### src/rtl/reservation_station.sv
// Reservation station: holds renamed ALU instructions until both operands are ready,
// snoops both CDBs, and issues the lowest-index ready entry once per cycle.
module reservation_station #(
    parameter int RS_SIZE     = 16,
    parameter int RS_IDX_W    = 4,
    parameter int ROB_TAG_W   = 4,
    parameter int INST_TYPE_W = 6,
    parameter int XLEN        = 32
) (
    input  logic                   clk_in,
    input  logic                   rst_in,
    input  logic                   rdy_in,
    input  logic                   clear_in,
    input  logic                   en_in,
    input  logic [INST_TYPE_W-1:0] inst_type_in,
    input  logic [XLEN-1:0]        vj_in,
    input  logic [XLEN-1:0]        vk_in,
    input  logic [ROB_TAG_W-1:0]   qj_in,
    input  logic [ROB_TAG_W-1:0]   qk_in,
    input  logic [XLEN-1:0]        A_in,
    input  logic [ROB_TAG_W-1:0]   dest_in,
    input  logic [XLEN-1:0]        pc_in,
    output logic                   full_out,
    input  logic                   cdb_alu_en_in,
    input  logic [ROB_TAG_W-1:0]   cdb_alu_tag_in,
    input  logic [XLEN-1:0]        cdb_alu_val_in,
    input  logic                   cdb_lsb_en_in,
    input  logic [ROB_TAG_W-1:0]   cdb_lsb_tag_in,
    input  logic [XLEN-1:0]        cdb_lsb_val_in,
    output logic                   alu_en_out,
    output logic [INST_TYPE_W-1:0] alu_inst_type_out,
    output logic [XLEN-1:0]        alu_vj_out,
    output logic [XLEN-1:0]        alu_vk_out,
    output logic [XLEN-1:0]        alu_A_out,
    output logic [XLEN-1:0]        alu_pc_out,
    output logic [ROB_TAG_W-1:0]   alu_dest_out
);

    logic [RS_SIZE-1:0]     r_busy;
    logic [INST_TYPE_W-1:0] r_type [RS_SIZE];
    logic [XLEN-1:0]        r_vj   [RS_SIZE];
    logic [XLEN-1:0]        r_vk   [RS_SIZE];
    logic [XLEN-1:0]        r_a    [RS_SIZE];
    logic [XLEN-1:0]        r_pc   [RS_SIZE];
    logic [ROB_TAG_W-1:0]   r_qj   [RS_SIZE];
    logic [ROB_TAG_W-1:0]   r_qk   [RS_SIZE];
    logic [ROB_TAG_W-1:0]   r_dest [RS_SIZE];

    logic                   r_alu_en;
    logic [INST_TYPE_W-1:0] r_alu_type;
    logic [XLEN-1:0]        r_alu_vj, r_alu_vk, r_alu_a, r_alu_pc;
    logic [ROB_TAG_W-1:0]   r_alu_dest;

    logic                   w_free_found, w_issue_found;
    logic [RS_IDX_W-1:0]    w_free_idx, w_issue_idx;
    logic [RS_IDX_W:0]      w_count;
    logic [XLEN-1:0]        w_new_vj, w_new_vk;
    logic [ROB_TAG_W-1:0]   w_new_qj, w_new_qk;

    function automatic logic f_hit(input logic [ROB_TAG_W-1:0] q, input logic bus_en,
                                   input logic [ROB_TAG_W-1:0] bus_tag);
        return bus_en && (q != '0) && (q == bus_tag);
    endfunction

    // Scan downward so the lowest index wins both the free and ready searches.
    always_comb begin
        w_free_found  = 1'b0;
        w_free_idx    = '0;
        w_issue_found = 1'b0;
        w_issue_idx   = '0;
        w_count       = '0;
        for (int i = RS_SIZE - 1; i >= 0; i--) begin
            if (!r_busy[i]) begin
                w_free_found = 1'b1;
                w_free_idx   = RS_IDX_W'(i);
            end
            if (r_busy[i] && (r_qj[i] == '0) && (r_qk[i] == '0)) begin
                w_issue_found = 1'b1;
                w_issue_idx   = RS_IDX_W'(i);
            end
            w_count = w_count + (RS_IDX_W + 1)'(r_busy[i]);
        end
    end

    // Same-cycle capture for incoming operands; the ALU bus is applied last so it wins.
    always_comb begin
        w_new_vj = vj_in;
        w_new_qj = qj_in;
        w_new_vk = vk_in;
        w_new_qk = qk_in;
        if (f_hit(qj_in, cdb_lsb_en_in, cdb_lsb_tag_in)) begin w_new_vj = cdb_lsb_val_in; w_new_qj = '0; end
        if (f_hit(qj_in, cdb_alu_en_in, cdb_alu_tag_in)) begin w_new_vj = cdb_alu_val_in; w_new_qj = '0; end
        if (f_hit(qk_in, cdb_lsb_en_in, cdb_lsb_tag_in)) begin w_new_vk = cdb_lsb_val_in; w_new_qk = '0; end
        if (f_hit(qk_in, cdb_alu_en_in, cdb_alu_tag_in)) begin w_new_vk = cdb_alu_val_in; w_new_qk = '0; end
    end

    // One slot of headroom covers the dispatch already in flight when this rises.
    assign full_out = (w_count >= (RS_IDX_W + 1)'(RS_SIZE - 1));

    always_ff @(posedge clk_in) begin
        if (rst_in) begin
            r_busy     <= '0;
            r_alu_en   <= 1'b0;
            r_alu_type <= '0;
            r_alu_vj   <= '0;
            r_alu_vk   <= '0;
            r_alu_a    <= '0;
            r_alu_pc   <= '0;
            r_alu_dest <= '0;
        end else if (rdy_in) begin
            if (clear_in) begin
                r_busy   <= '0;
                r_alu_en <= 1'b0;
            end else begin
                for (int i = 0; i < RS_SIZE; i++) begin
                    if (r_busy[i]) begin
                        if (f_hit(r_qj[i], cdb_lsb_en_in, cdb_lsb_tag_in)) begin r_vj[i] <= cdb_lsb_val_in; r_qj[i] <= '0; end
                        if (f_hit(r_qj[i], cdb_alu_en_in, cdb_alu_tag_in)) begin r_vj[i] <= cdb_alu_val_in; r_qj[i] <= '0; end
                        if (f_hit(r_qk[i], cdb_lsb_en_in, cdb_lsb_tag_in)) begin r_vk[i] <= cdb_lsb_val_in; r_qk[i] <= '0; end
                        if (f_hit(r_qk[i], cdb_alu_en_in, cdb_alu_tag_in)) begin r_vk[i] <= cdb_alu_val_in; r_qk[i] <= '0; end
                    end
                end
                r_alu_en <= w_issue_found;
                if (w_issue_found) begin
                    r_alu_type            <= r_type[w_issue_idx];
                    r_alu_vj              <= r_vj[w_issue_idx];
                    r_alu_vk              <= r_vk[w_issue_idx];
                    r_alu_a               <= r_a[w_issue_idx];
                    r_alu_pc              <= r_pc[w_issue_idx];
                    r_alu_dest            <= r_dest[w_issue_idx];
                    r_busy[w_issue_idx]   <= 1'b0;
                end
                // Free slot comes from cycle-start busy bits, so an issuing slot is never reused here.
                if (en_in && w_free_found) begin
                    r_busy[w_free_idx] <= 1'b1;
                    r_type[w_free_idx] <= inst_type_in;
                    r_vj[w_free_idx]   <= w_new_vj;
                    r_qj[w_free_idx]   <= w_new_qj;
                    r_vk[w_free_idx]   <= w_new_vk;
                    r_qk[w_free_idx]   <= w_new_qk;
                    r_a[w_free_idx]    <= A_in;
                    r_pc[w_free_idx]   <= pc_in;
                    r_dest[w_free_idx] <= dest_in;
                end
            end
        end
    end

    assign alu_en_out        = r_alu_en;
    assign alu_inst_type_out = r_alu_type;
    assign alu_vj_out        = r_alu_vj;
    assign alu_vk_out        = r_alu_vk;
    assign alu_A_out         = r_alu_a;
    assign alu_pc_out        = r_alu_pc;
    assign alu_dest_out      = r_alu_dest;

endmodule
### config.mk
export PLATFORM = sky130hd
export DESIGN_NAME = reservation_station
export DESIGN_NICKNAME = d
export VERILOG_FILES = /design/src/rtl/reservation_station.sv
export SDC_FILE = /design/constraint.sdc
export NUM_CORES = 2
export LEC_CHECK = 0
export ABC_AREA = 0
export BUFFER_PORTS_ARGS = -buffer_cell sky130_fd_sc_hd__buf_2
export CAP_MARGIN = 0
export CORE_MARGIN = 1.5
export CORE_UTILIZATION = 30
export CTS_CLUSTER_SIZE = 10
export DETAILED_ROUTE_END_ITERATION = 6
export GPL_TIMING_DRIVEN = 0
export HOLD_SLACK_MARGIN = 0.12
export PLACE_DENSITY_LB_ADDON = 0.25
export SLEW_MARGIN = 25
export SYNTH_ARGS = -nofsm -noshare
export SYNTH_HDL_FRONTEND = slang
export SYNTH_SLANG_ARGS = --single-unit
export TNS_END_PERCENT = 10
### constraint.sdc
create_clock -name clk_in -period 8.23 [get_ports clk_in]
set_clock_uncertainty 0.1 [all_clocks]
set_input_delay 0.823 -clock clk_in [delete_from_list [all_inputs] [get_ports clk_in]]
set_output_delay 0.823 -clock clk_in [all_outputs]
set_load 0.05 [all_outputs]
Word level (Yosys, flattened, before mapping):

Memory sizes are Yosys's and may differ from the RTL's. A register that Yosys moved wholly into a read port is not among the register bits.
Index checks and enable logic that the tools add are counted.

* add/subtract/negate cells: 15
* multipliers: 0
* shifts and indexed selects: 0
* equality and inequality tests: 68
* reductions and logical operators: 238
* muxes and demuxes: 536
* divide/modulo/power cells: 0
* $lt $le $gt $ge: 5
* bitwise gates (word level): 68

Operators by type and width (count)
* $mux W32: 36
* $mux W1: 424
* $eq A4 B4 Y1: 68
* $mux W4: 68
* $logic_and A1 B1 Y1: 171
* $reduce_bool A4 Y1: 34
* $logic_not A4 Y1: 32
* $mux W16: 6
* $or A1 B1 Y1: 64
* $add A5 B1 Y5: 11
* $and A16 B16 Y16: 1
* $not A16 Y16: 1
* $or A16 B16 Y16: 1
* $lt A4 B5 Y1 const B: 2
* $demux W1 S4: 2
* $ge A4 B1 Y1 const B: 2
* $add A4 B1 Y5: 1
* $ge A5 B4 Y1 const B: 1
* $add A3 B1 Y4: 1
* $add A2 B1 Y3: 1
* $reduce_and A3 Y1: 1
* $add A1 B1 Y2: 1
* $not A1 Y1: 1

* word-level logic and storage cells: 940
* memories kept: 8
* bits in writable memories: 2336
* bits in registers: 17
* memory bits (read-only): 0
* bits in latches: 0

Memory list
* r_a: words 16, bits a word 32, rd ports 1, clocked after memory_dff 1, wr ports 1, line 43 `logic [XLEN-1:0] r_a [RS_SIZE];`
* r_pc: words 16, bits a word 32, rd ports 1, clocked after memory_dff 1, wr ports 1, line 44 `logic [XLEN-1:0] r_pc [RS_SIZE];`
* r_vj: words 16, bits a word 32, rd ports 1, clocked after memory_dff 1, wr ports 17, line 41 `logic [XLEN-1:0] r_vj [RS_SIZE];`
* r_vk: words 16, bits a word 32, rd ports 1, clocked after memory_dff 1, wr ports 17, line 42 `logic [XLEN-1:0] r_vk [RS_SIZE];`
* r_type: words 16, bits a word 6, rd ports 1, clocked after memory_dff 1, wr ports 1, line 40 `logic [INST_TYPE_W-1:0] r_type [RS_SIZE];`
* r_dest: words 16, bits a word 4, rd ports 1, clocked after memory_dff 1, wr ports 1, line 47 `logic [ROB_TAG_W-1:0] r_dest [RS_SIZE];`
* 2 more memories

Longest topological paths before layout:

* depth after elaboration: 32
* gate-level depth with buffers: 17
* mapped depth without buffers: 16

Least setup slack after synthesis:

Ideal clock, no wire load.

* path kind: in2reg
* start: input port cdb_lsb_tag_in[0]
* end: memory r_qj[1][0] (enable)
* data required time: 7575 ps
* buffers on the path: 2
* stages: 5
* arrival: 6118 ps
* path slack: 1457 ps
* library setup time: 555 ps
* path through: clkbuf_1 buf_1 xnor2_1 nand3_1 o311ai_0

RTL lines
* start: declaration: line 28 `input logic [ROB_TAG_W-1:0] cdb_lsb_tag_in,`
* end: declaration: line 45 `logic [ROB_TAG_W-1:0] r_qj [RS_SIZE];`

Final worst setup path:

* start: register r_busy[5]
* end: output port full_out

* word-level cells in the longest chain between the ends: 7

RTL lines
* start: declaration: line 39 `logic [RS_SIZE-1:0] r_busy;`
* start signal: assignment: line 102 `r_busy <= '0;`
* start signal: assignment: line 112 `r_busy <= '0;`
* start signal: indexed assignment: line 131 `r_busy[w_issue_idx] <= 1'b0;`
* $add A5 B1 Y5 (6 in a row): line 81 `w_count = w_count + (RS_IDX_W + 1)'(r_busy[i]);`
* $ge A5 B4 Y1: line 98 `assign full_out = (w_count >= (RS_IDX_W + 1)'(RS_SIZE - 1));`
* end: declaration: line 23 `output logic full_out,`

No other way between the ends.

==> impl_metrics.toml <==
[run_status]
status = "finished, final reports clean"

[timing]
rsz0062_at_grt = "false"
slew_headroom_pct = 21.8
fin_crit_ns = 6.50
setup_ws_ns = 1.73
fin_crit_sh_pct = 79.0
hold_viol_final = 0
max_freq_mhz = 154
final-max-slew-violation-count = 0
tightest_slew_ns = 1.17
setup_tns_ns = 0
setup_viol = 0
holdWs_ns = 0.128

[global_routing]
grt_usage_pct = 31.6
grt_max_degree = 57
grt_pass1_vias = 88600
antenna_found_initial = 99
grt_pass1_wl_um = 867000
overflow = 0

[clock_network]
numCtsBuffers = 301
cts_resized = 0
clk_pin_slew_ns = 0.06
cts_buffer_depth = 4
cts_max_level = 5
worstSkewPairLatency_ns = 1.00
cts_num_sinks = 2491
root_buffer = "clkbuf_16"
cts_tree = "yes"

[detailed_routing]
via_per_inst = 5.99
num_vias = 93600
drtIter0Drc = 14900
dr.pass1.iters = 7
drt.antenna.violating_nets = 0
routedWlPerCell_um = 43.4
drc = 0
routed_wl_um = 678000

[job]
max-cap-violations = 0

[setup_path]
cpMaxStageDelayCell = "fa_1"
critPathBufInv = 4
crit_arrival_ns = 5.58
cp.required_ns = 7.31
slowest_delay_ns = 0.57
crit_family = "adder cells"
cp-end-kind = "output port"
critPathKind = "reg2out"
cp_cell_sequence = "clkbuf_1 > inv_1 > fa_1 > fa_1 > fa_1 > fa_1 > inv_1 > ha_1 > fa_1 > o21ai_0 > nand2_1 > nand2_1 > a32o_1 > buf_2"
worstSetupStartpointType = "register"
crit_path_frequent_cell = "fa_1"
critPathMaxFanout = 9

[synthesis]
synth_cell_types = 58
synth_flop_cell = "edfxtp_1"
async_flop_share_pct = 0
synthCells = 9022
synth_warnings = 0
ys_seq_area_share_pct = 59.8
ys_ff_latch = 2491
synth_edf_count = 2336
synth_fp_nets = 9262
avgSynthCellArea_um2 = 13.6
netlist_area_um2 = 123000

[floorplanning]
rows = 234
die_area_um2 = 412000
die_w_um = 642
num_io_pins = 365
fp.dieH_um = 642
core_area_um2 = 406000
start_util_pct = 30.1

[place]
hpwl_um = 482000
gp_congestion = 1.00
port_buffers = 290
post-place-ws_ns = 2.20
dp_cells = 15000

[final_layout]
fin_util_pct = 36.0
syn2layout_area_growth_pct = 19.3
drive_gt1_share_pct = 20.2
finalNonFillerCells = 15600
fillers = 39500
nNetsFinal = 10100

[power]
ir_worst_vdd_mv = 0.136
power.density_nw_per_um2 = 191
p_leak_nw = 53.5

[min_path]
min_path_type = "in2reg"
[cell usage in the layout, fill, tap and decap left out, types with 11 or more instances in the layout]
cell type	count
a21oi_1	319
a222oi_1	138
a311oi_1	66
a31oi_1	87
a41oi_1	16
buf_1	14
buf_12	77
buf_16	107
buf_2	525
buf_4	97
buf_6	11
clkbuf_1	563
clkbuf_16	303
clkbuf_2	288
clkbuf_8	17
clkinv_8	11
dfxtp_1	155
diode_2	60
edfxtp_1	2336
inv_1	25
inv_8	16
mux2_2	478
mux2i_1	2442
nand2_1	585
nand2_4	21
nand2b_1	13
nand3_1	58
nor2_1	299
nor3_1	140
nor4_1	82
nor4_2	26
o21ai_0	111
o21bai_1	39
o22a_1	138
o22ai_1	92
xnor2_1	149
xor2_1	113
[layer usage]
| layer | routed length, µm | share of wire, % | global-route usage [%] |
|---|---|---|---|
| met3 | 82000 | 12 | 10.9 |
| met1 | 252000 | 37 | 38.6 |
| met4 | 61200 | 9.0 | 23.9 |
| met5 | 472 | 0.070 | 0 |
| met2 | 282000 | 42 | 45.9 |
[per-stage QoR]
step	area [µm²]	total power, mW
finish	146000	27.9
detailed placement	137000	15.4
global placement	131000	15.4
global route	146000	28.4
floorplan	123000	14.8
CTS	146000	27.8
[power breakdown]
| part | leakage [nW] | internal, mW | switching, mW |
|---|---|---|---|
| clock network | 4.26 | 7.03 | 5.65 |
| registers | 22.2 | 13.8 | 0.00689 |
| logic | 27.1 | 0.386 | 0.965 |
| total | 53.5 | 21.3 | 6.62 |
[logic make-up after synthesis]
| kind of cell | synth area share [%] |
|---|---|
| mux | 24.3 |
| flops | 59.8 |
| simple gates | 4.61 |
| compound gates | 5.83 |
| buf+inv | 3.34 |
| xor+xnor | 1.87 |
| fa+ha+maj | 0.214 |
[synth_stat cells, types with 5 or more instances]
| library cell | count | area [µm²] |
|---|---|---|
| mux2i_1 | 2442 | 24400 |
| edfxtp_1 | 2336 | 70100 |
| clkbuf_1 | 661 | 2480 |
| nand2_1 | 608 | 2280 |
| mux2_2 | 478 | 5380 |
| a21oi_1 | 322 | 1610 |
| nor2_1 | 302 | 1130 |
| dfxtp_1 | 155 | 3100 |
| xnor2_1 | 149 | 1310 |
| nor3_1 | 142 | 711 |
| a222oi_1 | 138 | 1380 |
| o22a_1 | 138 | 1210 |
| xor2_1 | 113 | 990 |
| buf_2 | 112 | 561 |
| o21ai_0 | 111 | 556 |
| nor4_1 | 109 | 682 |
| buf_1 | 105 | 394 |
| o22ai_1 | 92 | 576 |
| a31oi_1 | 87 | 544 |
| a311oi_1 | 66 | 578 |
| nand3_1 | 60 | 300 |
| buf_4 | 41 | 308 |
| inv_1 | 41 | 154 |
| o21bai_1 | 39 | 293 |
| clkbuf_2 | 27 | 135 |
| a41oi_1 | 16 | 140 |
| nand2b_1 | 13 | 81.3 |
| or3_1 | 13 | 81.3 |
| and3_1 | 10 | 62.6 |
| fa_1 | 10 | 200 |
| nand4_1 | 9 | 56.3 |
| and2_1 | 7 | 43.8 |
| o31ai_1 | 7 | 52.6 |
| or2_2 | 7 | 43.8 |
| ha_1 | 5 | 62.6 |
| nor2b_1 | 5 | 31.3 |
| o211ai_1 | 5 | 37.5 |
| or4_1 | 5 | 37.5 |
[final cells by class]
class	instances	area (µm²)	area share (%)
Sequential cell	2491	73300	50.1
Inverter	41	274	0.188
Tap cell	5428	6790	4.65
Timing Repair Buffer	582	6740	4.61
Multi-Input combinational cell	5538	45600	31.2
Clock buffer	486	8440	5.78
Antenna cell	60	150	0.103
Clock inverter	42	447	0.306
Buffer	952	4390	3.00
[path summary, 6_finish.rpt]
path / startpoint / end / slack, ns / cells past startpoint
max: r_busy[5]$_SDFFE_PP0P_ / full_out / 1.73 / 14
min: pc_in[15] / r_pc[7][15]$_DFFE_PP_ / 0.13 / 1
max reg2reg: r_busy[12]$_SDFFE_PP0P_ / r_vj[7][3]$_DFFE_PP_ / 1.89 / 16
min reg2reg: alu_dest_out[1]$_SDFFE_PP0P_ / alu_dest_out[1]$_SDFFE_PP0P_ / 0.40 / 2
[flip-flops by register name, indices dropped and copies added (netlist names), 64 cells and up]
| signal | flops |
|---|---|
| r_qj | 64 |
| r_pc | 512 |
| r_type | 96 |
| r_vj | 512 |
| r_qk | 64 |
| r_dest | 64 |
| r_a | 512 |
| r_vk | 512 |
[timing repair]
item	in CTS	in global routing
hold buffers	8	0
endpoints found under the hold margin	79	0
setup buffers	0	0
No activity file was read; power rests on OpenSTA's default activity.
